<file path="src/rtl/hamm_rx_ctrl.sv">
// Hamming(7,4) receive controller: accept codeword, register syndrome, correct, present nibble.
// Optional saturating corrected-error counter enabled by defining HAMM_ERRCNT_EN.
module hamm_rx_ctrl (
    input  logic       clk,
    input  logic       rst,
    input  logic       in_valid,
    output logic       in_ready,
    input  logic [6:0] in_code,
    output logic       out_valid,
    input  logic       out_ready,
    output logic [3:0] out_data,
    output logic [2:0] out_syn,
    output logic       out_corr,
    input  logic       clr_cnt,
    output logic [7:0] err_cnt
);

    typedef enum logic [1:0] {
        ST_IDLE,
        ST_SYN,
        ST_FIX,
        ST_OUT
    } state_t;

    state_t     r_state;
    state_t     w_next;

    logic [6:0] r_code;
    logic [2:0] r_syn;
    logic [3:0] r_data;
    logic [2:0] r_osyn;
    logic       r_corr;
    logic       r_valid;

    logic [2:0] w_syn;
    logic [6:0] w_mask;
    logic [6:0] w_fixed;

    always_ff @(posedge clk or posedge rst) begin
        if (rst) begin
            r_state <= ST_IDLE;
        end else begin
            r_state <= w_next;
        end
    end

    always_comb begin
        w_next = r_state;
        case (r_state)
            ST_IDLE: if (in_valid) w_next = ST_SYN;
            ST_SYN:  w_next = ST_FIX;
            ST_FIX:  w_next = ST_OUT;
            ST_OUT:  if (out_ready) w_next = ST_IDLE;
            default: w_next = ST_IDLE;
        endcase
    end

    // Syndrome {s4,s2,s1}; a nonzero value is the 1-based position of the bad bit.
    always_comb begin
        w_syn[0] = r_code[0] ^ r_code[2] ^ r_code[4] ^ r_code[6];
        w_syn[1] = r_code[1] ^ r_code[2] ^ r_code[5] ^ r_code[6];
        w_syn[2] = r_code[3] ^ r_code[4] ^ r_code[5] ^ r_code[6];
    end

    always_comb begin
        w_mask = '0;
        for (int unsigned i = 0; i < 7; i++) begin
            if (r_syn == 3'(i + 1)) w_mask[i] = 1'b1;
        end
        w_fixed = r_code ^ w_mask;
    end

    always_ff @(posedge clk or posedge rst) begin
        if (rst) begin
            r_code  <= '0;
            r_syn   <= '0;
            r_data  <= '0;
            r_osyn  <= '0;
            r_corr  <= 1'b0;
            r_valid <= 1'b0;
        end else begin
            case (r_state)
                ST_IDLE: if (in_valid) r_code <= in_code;
                ST_SYN:  r_syn <= w_syn;
                ST_FIX: begin
                    r_data  <= {w_fixed[6], w_fixed[5], w_fixed[4], w_fixed[2]};
                    r_osyn  <= r_syn;
                    r_corr  <= (r_syn != '0);
                    r_valid <= 1'b1;
                end
                ST_OUT:  if (out_ready) r_valid <= 1'b0;
                default: ;
            endcase
        end
    end

    // Gated by rst so the source sees not-ready while reset is held.
    assign in_ready  = (r_state == ST_IDLE) && !rst;
    assign out_valid = r_valid;
    assign out_data  = r_data;
    assign out_syn   = r_osyn;
    assign out_corr  = r_corr;

`ifdef HAMM_ERRCNT_EN
    logic [7:0] r_cnt;

    always_ff @(posedge clk or posedge rst) begin
        if (rst) begin
            r_cnt <= '0;
        end else if (clr_cnt) begin
            r_cnt <= '0;
        end else if (r_state == ST_FIX && r_syn != '0 && r_cnt != 8'hFF) begin
            r_cnt <= r_cnt + 8'd1;
        end
    end

    assign err_cnt = r_cnt;
`else
    logic w_unused_clr;

    assign w_unused_clr = clr_cnt;
    assign err_cnt      = '0;
`endif

endmodule

</file>
<file path="config.mk">
export PLATFORM = sky130hd
export DESIGN_NAME = hamm_rx_ctrl
export DESIGN_NICKNAME = d
export VERILOG_FILES = /design/src/rtl/hamm_rx_ctrl.sv
export SDC_FILE = /design/constraint.sdc
export NUM_CORES = 1
export LEC_CHECK = 0
export BUFFER_PORTS_ARGS = -buffer_cell sky130_fd_sc_hd__buf_2
export CAP_MARGIN = 20
export CORE_MARGIN = 5
export CORE_UTILIZATION = 35
export CTS_BUF_LIST = sky130_fd_sc_hd__clkbuf_4 sky130_fd_sc_hd__clkbuf_8
export CTS_CLUSTER_DIAMETER = 80
export DETAILED_ROUTE_END_ITERATION = 8
export PLACE_DENSITY_LB_ADDON = 0.25
export SLEW_MARGIN = 40
export SYNTH_ARGS = -nofsm -noshare
export SYNTH_HDL_FRONTEND = slang
export SYNTH_SLANG_ARGS = --single-unit
</file>
<file path="constraint.sdc">
create_clock -name clk -period 1.9 [get_ports clk]
set_input_delay 0.38 -clock clk [delete_from_list [all_inputs] [get_ports clk]]
set_output_delay 0.38 -clock clk [all_outputs]
set_load 0.02 [all_outputs]
</file>
* Yosys cells after proc, flatten, opt, wreduce, memory -nomap -nowiden
Index checks and enable logic that the tools add are counted.
Widths: inputs -> output; s select.
** Storage, ports and cells
- Output and inout bits :: 18
- Word-level logic and storage cells :: 49
- Input port bits :: 12
- Bits in registers :: 21
** Operators by class
- Reduce and logical (&&, ||, !) cells :: 8
- Bitwise operators :: 10
- Equal/unequal tests :: 12
- Muxes and demuxes :: 12
** Operators by type and width (number)
- $eq 3x3->1 const B :: 4
- $xor 1x1->1 :: 9
- $mux 1 :: 8
- $pmux 2 s4 :: 1
- $xor 7x7->7 :: 1
- $eq 3x2->1 const B :: 2
- $reduce_and 2->1 :: 3
- $eq 2x2->1 const B :: 2
- $mux 2 :: 2
- $ne 2x2->1 const B :: 2
- $eq 3x1->1 const B :: 1
- $reduce_bool 3->1 :: 1
- $eq 2x1->1 const B :: 1
- $logic_not 2->1 :: 1
- $pmux 1 s2 :: 1
- $reduce_bool 2->1 :: 1
- $logic_and 1x1->1 :: 1
- $logic_not 1->1 :: 1

* Depth between registers and ports, before layout
- Depth after elaboration :: 3
- Depth in mapped cells :: 5
- Gate-level depth less buffers :: 5

* Least setup slack after synthesis
Ideal clock, no wire load.
- Path kind :: register -> output
- Start :: register r_state[0]
- End :: output port in_ready
- Cell stages (with the launch flop) :: 5
- Path slack :: 0.486 ns
- Data required time :: 1.520 ns
- Arrival time :: 1.034 ns
- Buffers on the path :: 0
- Cell sequence :: dfrtp_1 > inv_1 > ha_1 > inv_1 > nor2_1
** On the way
- Word-level cells in the longest chain between the ends :: 2
** RTL lines
- start: declaration :: line 25 : state_t r_state;
- start signal: assignment :: line 43 : r_state <= w_next;
- $logic_not 2->1 :: line 98 : assign in_ready = (r_state == ST_IDLE) && !rst;
- $logic_and 1x1->1 :: line 98
- end: declaration :: line 7 : output logic in_ready,
No other way between the ends.

* Final worst setup path
Ends and elaborated chain as after synthesis.

==> results.cfg <==
[die]
boundaryPins = 30
dieArea_um2 = 4320
initial_core_util_pct = 36.2
chipHeight_um = 65.7
fp.dieW_um = 65.7
core_area_um2 = 3000
rows = 20

[sta]
fin_skew_ns = 0.00806
hold_violations = 0
maxClockFrequency_ghz = 0.566
drv_slew = 0
period_needed_ns = 1.77
setup_violations = 0
setup_tns_ns = 0
rsz0062_at_grt = false
final_worst_path_cycle_share_pct = 93.0

[setup_path]
critPathMaxFanout = 5
critPathRequiredTime_ns = 1.52
type_of_destination_of_the_critical_path = output port
worst-endpoint-arrival_ns = 1.39
worstSetupStartpointType = register
worstSetupPathType = reg2out

[route]
postRouteAntennaNets = 0
dr_total_vias = 665
first_iteration_detailed_routing_drc_count = 16
average_wire_per_cell_in_the_routed_design_um = 11.1
first_drt_pass_iteration_count = 3
vias_per_cell = 4.38
drt-total-wl_um = 1690
drc = 0

[final_layout]
layout.core_utilization_pct = 41.0
multi_input_area_um2 = 503
antenna_cells = 0
final_cell_mix = dfrtp_1 (21), buf_2 (20), mux2_2 (11)
drive_above_1_share_pct = 31.9
layout.cells.most_common = dfrtp_1
final_nets = 139
layout.area.seq_um2 = 526
area_growth_syn_to_layout_pct = 13.4
filler_cell_count = 306

[logic_synthesis]
ys.flop_type = dfrtp_1
synth_edf_count = 0
synthCells = 95
synth.avg_cell_area_um2 = 11.4
syn_area_um2 = 1090
synthArstFlopShare_pct = 100
yosys_register_bits = 21
ys_seq_area_share_pct = 48.4
synthesis.yosys.warnings = 0
count_of_distinct_cell_types_in_the_synthesized_netlist = 19

[clocking]
clkSlewWorstSetupHoldPaths_ns = 0.12
cts_root_buf = clkbuf_4
h_tree_depth_reported_by_cts = 1
cts_buffer_depth = 2
tritoncts = yes
clock_sink_count = 21
cts_setup_buffers = 0
clk_latency_ns = 0.30
numCtsBuffers = 3
cts-resized-gates = 0
holdBufCountCts = 0

[global_route]
first_global_vias = 691
met2_track_utilization_from_global_routing_pct = 13.6
grt_util_met3_pct = 3.08
globalRouteMet1Util_pct = 10.6
grt_start_max_net_pins = 22
grt.overflow.total = 0
grt-busiest-layer = met2
wire_length_of_the_first_global_routing_pass_um = 2900
grt_usage_pct = 8.57
grt_antenna_before_repair = 0

[power_and_ir_drop]
cellLeakagePower_uw = 0.000576
powerDensity_nw_per_um2 = 1830
ir_drop_mv = 0.640
power.total_uw = 2250

[hold_path]
hold_path_class = in2async

[run]
drv_cap = 0

[placed_design]
place_congestion = 0.719
port_buffers = 20

[outcome]
status = finished clean
==> where the power goes <==
part           leakage (uW)  internal, uW  switching (uW)
combinational      0.000320           574             569
sequential         0.000238           680             222
clock             0.0000177          78.4             128
==> critical path, stage by stage, from the launching register on <==
cell and delay [ns]:
dfrtp_1 0.44, inv_1 0.16, ha_1 0.19, inv_1 0.05
nor2_1 0.08, buf_2 0.16
==> logic make-up after synthesis <==
family	after synthesis	synth area share, %
compound gates	10	4.72
xor+xnor	12	10.4
fa+ha+maj	7	8.06
buf+inv	14	7.72
flops	21	48.4
mux	13	13.2
other cells	1	0.345
simple gates	17	7.14
==> cells in the mapped netlist (2+ instances only) <==
| cell | instances | area share (%) |
|---|---|---|
| nor2_1 | 10 | 3.5 |
| nand3b_1 | 3 | 2.1 |
| mux2i_1 | 2 | 1.8 |
| a21oi_1 | 8 | 3.7 |
| nand2_1 | 2 | 0.69 |
| mux2_2 | 11 | 11 |
| inv_1 | 5 | 1.7 |
| buf_4 | 8 | 5.5 |
| dfrtp_1 | 21 | 48 |
| xor2_1 | 4 | 3.2 |
| ha_1 | 7 | 8.1 |
| xnor2_1 | 7 | 5.6 |
==> cell type report <==
class                   instances  share of cell area, %
flip-flops and latches         21                   42.7
multi-input cells              67                   40.9
repair buffers                 22                   9.35
well taps                      33                   3.35
clock buffers                   3                   1.83
inverters                       5                   1.52
clock inverters                 1                  0.407
==> registers in the layout (all words and copies together) (netlist names) <==
register   cells
out_syn        3
r_syn          3
out_valid      1
out_data       4
out_corr       1
r_code         7
r_state        2
==> per-stage QoR <==
stage / cell area [um2] / std cells / hold slack (ns) / setup WS (ns)
after global placement: 1200 / 148 / 0.433 / 0.417
after detailed placement: 1200 / 148 / 0.435 / 0.371
after CTS: 1230 / 152 / 0.0958 / 0.103
after global routing: 1230 / 152 / 0.112 / 0.0244
after floorplan: 1110 / 102 / 0.357 / 0.486
final: 1230 / 152 / 0.0989 / 0.133
==> routing by layer <==
layer  part of all wire, %  vias to the layer above
met3                   6.9                        2
met2                    45                       19
li1                      -                      345
met5                     0                        -
met1                    47                      299
met4                  0.83                        0
==> worst paths after layout <==
check	endpoint	slack, ns	start	depth (start not counted)
hold / removal	r_state[1]$_DFFE_PP0P_	0.1	rst	3
max in group asynchronous	out_data[1]$_DFFE_PP0N_	1.58	rst	3
hold reg to reg	out_valid$_DFFE_PP0P_	0.50	out_valid$_DFFE_PP0P_	2
min in group clk	r_code[3]$_DFFE_PP0P_	0.30	in_code[3]	2
setup / recovery	in_ready	0.13	r_state[0]$_DFFE_PP0P_	5
setup reg to reg	r_state[1]$_DFFE_PP0P_	0.37	r_state[0]$_DFFE_PP0P_	5
Power figures use the tool's default switching activity.
